## config.mk

```make
export PLATFORM = sky130hd
export DESIGN_NAME = bp_trace_packetizer
export DESIGN_NICKNAME = d
export VERILOG_FILES = /design/src/rtl/bp_trace_pkg.sv /design/src/rtl/bp_trace_fifo.sv /design/src/rtl/bp_trace_packetizer.sv
export SDC_FILE = /design/constraint.sdc
export NUM_CORES = 1
export LEC_CHECK = 0
export BUFFER_PORTS_ARGS = -buffer_cell sky130_fd_sc_hd__buf_2
export CELL_PAD_IN_SITES_DETAIL_PLACEMENT = 0
export CELL_PAD_IN_SITES_GLOBAL_PLACEMENT = 1
export CORE_MARGIN = 8
export CORE_UTILIZATION = 46
export DETAILED_ROUTE_END_ITERATION = 8
export PLACE_DENSITY_LB_ADDON = 0.1
export SETUP_SLACK_MARGIN = 0.3
export SLEW_MARGIN = 15
export SYNTH_ARGS = -nofsm -noshare
export SYNTH_HDL_FRONTEND = slang
export SYNTH_SLANG_ARGS = --single-unit
```

## constraint.sdc

```tcl
create_clock -name clk_i -period 5.8 [get_ports clk_i]
set_input_delay 0.29 -clock clk_i [delete_from_list [all_inputs] [get_ports clk_i]]
set_output_delay 0.29 -clock clk_i [all_outputs]
set_load 0.05 [all_outputs]
```

## src/rtl/bp_trace_pkg.sv

```systemverilog
// Shared types for the commit-stream trace packetizer: packet type codes and
// the drop/resync state encoding.
package bp_trace_pkg;

    localparam int unsigned TRACE_TYPE_W = 2;

    typedef enum logic [TRACE_TYPE_W-1:0] {
        TT_SYNC      = 2'd0,
        TT_BRANCH    = 2'd1,
        TT_FULL_ADDR = 2'd2,
        TT_OVERFLOW  = 2'd3
    } trace_type_e;

    typedef enum logic {
        ST_NORMAL = 1'b0,
        ST_DROP   = 1'b1
    } trace_state_e;

endpackage

```

## src/rtl/bp_trace_fifo.sv

```systemverilog
// Show-ahead synchronous FIFO for trace packets. Full/empty come from the
// registered occupancy, so a pop never frees a slot for a same-cycle write.
module bp_trace_fifo #(
    parameter int WIDTH = 34,
    parameter int DEPTH = 8
) (
    input  logic             clk_i,
    input  logic             rst_ni,
    input  logic             wr_en_i,
    input  logic [WIDTH-1:0] wr_data_i,
    input  logic             rd_en_i,
    output logic [WIDTH-1:0] rd_data_o,
    output logic             full_o,
    output logic             empty_o
);

    localparam int AW = (DEPTH > 1) ? $clog2(DEPTH) : 1;
    localparam logic [AW:0] DEPTH_CNT = (AW + 1)'(DEPTH);

    logic [WIDTH-1:0] mem_q [DEPTH];
    logic [AW-1:0]    wr_ptr_q, wr_ptr_d;
    logic [AW-1:0]    rd_ptr_q, rd_ptr_d;
    logic [AW:0]      count_q, count_d;
    logic             push, pop;

    assign full_o  = (count_q == DEPTH_CNT);
    assign empty_o = (count_q == '0);
    assign push    = wr_en_i && !full_o;
    assign pop     = rd_en_i && !empty_o;

    always_comb begin
        wr_ptr_d = wr_ptr_q;
        rd_ptr_d = rd_ptr_q;
        count_d  = count_q;
        if (push) wr_ptr_d = wr_ptr_q + 1'b1;
        if (pop)  rd_ptr_d = rd_ptr_q + 1'b1;
        if (push && !pop)      count_d = count_q + 1'b1;
        else if (pop && !push) count_d = count_q - 1'b1;
    end

    always_ff @(posedge clk_i or negedge rst_ni) begin
        if (!rst_ni) begin
            wr_ptr_q <= '0;
            rd_ptr_q <= '0;
            count_q  <= '0;
        end else begin
            wr_ptr_q <= wr_ptr_d;
            rd_ptr_q <= rd_ptr_d;
            count_q  <= count_d;
        end
    end

    always_ff @(posedge clk_i) begin
        if (push) mem_q[wr_ptr_q] <= wr_data_i;
    end

    // Empty head reads as zero so the output is clean straight out of reset.
    assign rd_data_o = empty_o ? '0 : mem_q[rd_ptr_q];

endmodule

```

## src/rtl/bp_trace_packetizer.sv

```systemverilog
// Commit-stream trace packetizer: classifies retired PCs into SYNC / BRANCH /
// FULL_ADDR / OVERFLOW packets and queues them behind a valid/ready port.
module bp_trace_packetizer
    import bp_trace_pkg::*;
#(
    parameter int PC_WIDTH    = 32,
    parameter int INSTR_BYTES = 4,
    parameter int DELTA_WIDTH = 16,
    parameter int FIFO_DEPTH  = 8,
    parameter int SYNC_PERIOD = 256,
    parameter int DROP_WIDTH  = 16
) (
    input  logic                  clk_i,
    input  logic                  reset_n_i,
    input  logic                  enable_i,
    input  logic                  commit_valid_i,
    input  logic [PC_WIDTH-1:0]   commit_pc_i,
    output logic [PC_WIDTH+1:0]   trace_data_o,
    output logic                  trace_valid_o,
    input  logic                  trace_ready_i,
    input  logic                  drop_clear_i,
    output logic [DROP_WIDTH-1:0] drop_count_o
);

    typedef struct packed {
        trace_type_e         typ;
        logic [PC_WIDTH-1:0] payload;
    } trace_pkt_t;

    localparam int SCW = $clog2(SYNC_PERIOD + 2);
    localparam logic [SCW-1:0]        SYNC_LAST = (SYNC_PERIOD == 0) ? '0 : SCW'(SYNC_PERIOD - 1);
    localparam logic [PC_WIDTH-1:0]   STEP      = PC_WIDTH'(INSTR_BYTES);
    localparam logic [DROP_WIDTH-1:0] DROP_MAX  = '1;

    trace_state_e          state_q, state_d;
    logic [PC_WIDTH-1:0]   last_pc_q, last_pc_d;
    logic [SCW-1:0]        sync_cnt_q, sync_cnt_d;
    logic                  need_sync_q, need_sync_d;
    logic [DROP_WIDTH-1:0] drop_cnt_q, drop_cnt_d;

    logic [PC_WIDTH-1:0] delta;
    logic                disc, fits, sync_due;
    logic                gen, drop_inc, fifo_wr, fifo_full, fifo_empty;
    trace_pkt_t          wr_pkt;

    assign delta    = commit_pc_i - last_pc_q;
    assign disc     = (delta != STEP) && (delta != '0);
    assign fits     = (delta == {{(PC_WIDTH-DELTA_WIDTH){delta[DELTA_WIDTH-1]}}, delta[DELTA_WIDTH-1:0]});
    assign sync_due = need_sync_q || ((SYNC_PERIOD != 0) && (sync_cnt_q == SYNC_LAST));

    always_comb begin
        state_d     = state_q;
        last_pc_d   = last_pc_q;
        sync_cnt_d  = sync_cnt_q;
        need_sync_d = need_sync_q;
        gen         = 1'b0;
        drop_inc    = 1'b0;
        fifo_wr     = 1'b0;
        wr_pkt      = '{typ: TT_SYNC, payload: '0};

        if (!enable_i) begin
            state_d     = ST_NORMAL;
            need_sync_d = 1'b1;
        end else if (commit_valid_i) begin
            last_pc_d = commit_pc_i;
            if (state_q == ST_DROP) begin
                if (fifo_full) begin
                    drop_inc = 1'b1;
                end else begin
                    fifo_wr = 1'b1;
                    wr_pkt  = '{typ: TT_OVERFLOW, payload: commit_pc_i};
                    state_d = ST_NORMAL;
                end
            end else begin
                if (sync_due) begin
                    gen    = 1'b1;
                    wr_pkt = '{typ: TT_SYNC, payload: commit_pc_i};
                end else if (disc && fits) begin
                    gen    = 1'b1;
                    wr_pkt = '{typ: TT_BRANCH,
                               payload: {{(PC_WIDTH-DELTA_WIDTH){1'b0}}, delta[DELTA_WIDTH-1:0]}};
                end else if (disc) begin
                    gen    = 1'b1;
                    wr_pkt = '{typ: TT_FULL_ADDR, payload: commit_pc_i};
                end
                if (gen && fifo_full) begin
                    drop_inc = 1'b1;
                    state_d  = ST_DROP;
                end else begin
                    fifo_wr = gen;
                end
            end

            // Only an enqueued SYNC/OVERFLOW re-anchors the decoder; a dropped one does not.
            if (fifo_wr && (wr_pkt.typ == TT_SYNC || wr_pkt.typ == TT_OVERFLOW)) begin
                sync_cnt_d = '0;
                if (wr_pkt.typ == TT_SYNC) need_sync_d = 1'b0;
            end else if ((SYNC_PERIOD != 0) && (sync_cnt_q != SYNC_LAST)) begin
                sync_cnt_d = sync_cnt_q + 1'b1;
            end
        end

        drop_cnt_d = drop_cnt_q;
        if (drop_clear_i)                              drop_cnt_d = drop_inc ? DROP_WIDTH'(1) : '0;
        else if (drop_inc && (drop_cnt_q != DROP_MAX)) drop_cnt_d = drop_cnt_q + 1'b1;
    end

    always_ff @(posedge clk_i or negedge reset_n_i) begin
        if (!reset_n_i) begin
            state_q     <= ST_NORMAL;
            last_pc_q   <= '0;
            sync_cnt_q  <= '0;
            need_sync_q <= 1'b1;
            drop_cnt_q  <= '0;
        end else begin
            state_q     <= state_d;
            last_pc_q   <= last_pc_d;
            sync_cnt_q  <= sync_cnt_d;
            need_sync_q <= need_sync_d;
            drop_cnt_q  <= drop_cnt_d;
        end
    end

    bp_trace_fifo #(
        .WIDTH (PC_WIDTH + 2),
        .DEPTH (FIFO_DEPTH)
    ) u_fifo (
        .clk_i     (clk_i),
        .rst_ni    (reset_n_i),
        .wr_en_i   (fifo_wr),
        .wr_data_i (wr_pkt),
        .rd_en_i   (trace_valid_o && trace_ready_i),
        .rd_data_o (trace_data_o),
        .full_o    (fifo_full),
        .empty_o   (fifo_empty)
    );

    assign trace_valid_o = !fifo_empty;
    assign drop_count_o  = drop_cnt_q;

endmodule

```

==> impl_metrics.toml <==
[clock_network]
post_cts_buffers = 0
cts_max_level = 2
cts_root_buf = "clkbuf_16"
cts_buffers = 37
clkSlewWorstSetupHoldPaths_ns = 0.06
clock_latency_ns = 0.54
cts_tree = "built"
clock-sinks = 341
clockBufferDepth = 3

[yosys]
synth_warnings = 0
synth_cells = 1201
async_flop_share_pct = 20.2
ys_seq_area_share_pct = 60.7
ys.flop_type = "edfxtp_1"
syn_avg_cell_area_um2 = 13.6
synth_edf_count = 272
synth_nets = 1282
yosys-top-cells-count = "edfxtp_1, nand2_1, nor2_1"
yosysTopAreaCell = "edfxtp_1"
synth_top_area_share_pct = 50.1
ys_types = 76
synth.most_common_cell = "edfxtp_1"
synth_area_um2 = 16300
synth.ff_latch_count = 341
yosys-top-cells-area = "edfxtp_1, dfrtp_1, mux4_2"

[floorplan]
core_area_um2 = 35200
row_count = 69
start_util_pct = 46.3
io_pins = 89
die_h_um = 204
fp.dieW_um = 204
dieArea_um2 = 41700

[drt]
viasPerCell = 5.82
vias = 10440
drt-initial-drc-count = 678
antenna_left = 0
wire_per_inst_um = 22.2
drtPass1Iterations = 5
drc = 0
drt-total-wl_mm = 39.9

[timing]
fmax_ghz = 0.196
finalSetupViolations = 0
rsz0062_at_grt = "no"
fin_tns_setup_ns = 0
fin_crit_ns = 5.11
hold_viol_final = 0
skew_ns = 0.0167
relSlewSlack_pct = 28.5
tightest_slew_ns = 1.06
post-route-period-util_pct = 88.2
slew_viol_final = 0

[worst_setup_path]
worstReg2RegEnd = "u_fifo.mem_q[0][9]$_DFFE_PP_"
crit_family = "compound AO/OA/AOI/OAI gates"
slowest_stage = "o22ai_1"
crit_fanout = 15
crit_path_start = "commit_pc_i[4]"
required_ns = 6.00
r2r_start = "last_pc_q[4]$_DFFE_PN0P_"
worstPathCellList = "dlygate4sd3_1 > buf_2 > ha_1 > a21o_1 > a31oi_1 > a211oi_1 > or4_1 > o2111a_1 > a211oi_1 > nand3_1 > nor4_1 > a21bo_2 > nand3_1 > buf_4 > o22ai_1"
start_kind = "primary input"
critPathCaptureType = "flop"
cp.buffers_inverters = 3
path_class = "primary input to flop"
max_stage_delay_ns = 0.74
worst-r2r-setup-slack_ns = 0.75
cp.arrival_ns = 5.31
ff2ff_path_depth = 14

[run_status]
status = "finished clean"

[finish]
final_net_count = 1385
register_area_um2 = 9900
multi_input_area_um2 = 6100
fin_area_um2 = 18500
diodes = 0
syn_to_final_growth_pct = 13.7
nFillCells = 3044
drive_gt1_share_pct = 20.0

[global_route]
grt_pass1_wl_mm = 61.6
grt_usage_pct = 19.2
overflow = 0
antenna_found_initial = 0
grt_pass1_vias = 10418
grt_start_max_net_pins = 56

[placement]
place_area_um2 = 17300
dp_hpwl_mm = 27.0
io_buffers = 88
gp_congestion = 0.889

[pwr]
cellLeakagePower_nw = 6.87
powerDensity_nw_per_um2 = 454
ir_worst_vdd_mv = 0.424
power.total_mw = 8.42

[hold_path]
min_to = "last_pc_q[1]$_DFFE_PN0P_"
min_path_cells = 3
hold_path.class = "primary input to flop"
holdCritStartpoint = "commit_pc_i[1]"

[run]
maxCapViolCount = 0
## placed cells by master, fill, tap and decap left out, types with 8 or more instances in the layout
cell type / n
mux2i_1: 35
nand4_1: 15
clkbuf_1: 8
edfxtp_1: 272
nor4_1: 8
or3_1: 10
buf_2: 87
nor2b_1: 11
ha_1: 41
o21ai_0: 65
nand3_1: 19
dfrtp_1: 65
and3_1: 12
mux4_2: 68
o22ai_1: 22
buf_4: 25
a21o_1: 14
xnor2_1: 21
nor2_1: 97
clkinv_1: 8
xor2_1: 13
and4_1: 9
nor3_1: 23
nand2_1: 100
inv_1: 38
and2_1: 10
a21oi_1: 50
clkbuf_16: 37
## state kept, by name, summed over array words and instances (netlist names)
register	cells
last_pc_q	32
u_fifo.count_q	4
sync_cnt_q	9
u_fifo.wr_ptr_q	3
drop_count_o	16
need_sync_q	1
u_fifo.rd_ptr_q	3
state_q	1
u_fifo.mem_q	272
## how the worst max path moves through the flow
stage	endpoint	slack, ns	cells after the start
after floorplan	u_fifo.mem_q[6][0]$_DFFE_PP_	-0.29	13
after global placement	u_fifo.count_q[3]$_DFFE_PN0P_	0.72	21
after detailed placement	u_fifo.count_q[3]$_DFFE_PN0P_	0.59	21
after CTS	u_fifo.count_q[3]$_DFFE_PN0P_	0.60	19
after global routing	u_fifo.mem_q[1][8]$_DFFE_PP_	0.47	15
final	u_fifo.mem_q[0][9]$_DFFE_PP_	0.69	15
## per-stage QoR
| stage | hold WS, ns | utilization [%] | instances | setup WS [ns] |
|---|---|---|---|---|
| 2_1_floorplan | -0.00559 | - | 1201 | -0.288 |
| 4_1_cts | 0.00100 | 52.6 | 1793 | 0.604 |
| 6_report | 0.0354 | 52.6 | 1793 | 0.686 |
| 3_5_place_dp | 0.171 | 49.2 | 1720 | 0.588 |
| 5_1_grt | 0.0275 | 52.6 | 1793 | 0.475 |
| 3_3_place_gp | 0.171 | 49.2 | 1720 | 0.719 |
## power breakdown
| part | internal, mW | leakage (nW) | switching [mW] |
|---|---|---|---|
| Combinational | 1.10 | 2.92 | 2.01 |
| Sequential | 2.87 | 3.39 | 0.207 |
| Clock | 1.27 | 0.557 | 0.953 |
## routing by layer
layer	vias up	share of wire, %	global-route usage (%)
met5	-	0	0
met4	0	2.0	5.63
met3	44	4.3	2.76
met2	218	48	31.7
met1	5321	45	26.2
li1	4857	-	-
## final cells by class
type	count	area share, %
clock buffer	45	5.16
sequential	341	53.4
inverter	38	0.770
clock inverter	22	0.925
tap	461	3.11
timing repair buffer	118	3.69
multi-input combinational	768	32.9
## kinds of logic after synthesis
family                   share of synthesized area, %
flip-flops                                       60.7
adder cells (fa/ha/maj)                          3.39
AO/OA/AOI/OAI                                    9.03
AND/OR/NAND/NOR                                  10.7
XOR/XNOR                                         1.83
multiplexers                                     12.1
buffers and inverters                            2.22
## timing repair
item	4_1_cts	5_1_grt
gates resized for setup	0	1
hold buffers	6	0
endpoints found under the setup margin	0	17
endpoints found under the hold margin	19	0
## worst register-to-register path: stages, from the launching register on
cell and delay [ns]:
dfrtp_1 0.32, inv_1 0.05, ha_1 0.39, a21o_1 0.25, a31oi_1 0.51, a211oi_1 0.24, or4_1 0.51, o2111a_1 0.23
a211oi_1 0.38, nand3_1 0.13, nor4_1 0.39, a21bo_2 0.24, nand3_1 0.08, buf_4 0.24, o22ai_1 0.75
No activity file was read; power rests on OpenSTA's default activity.
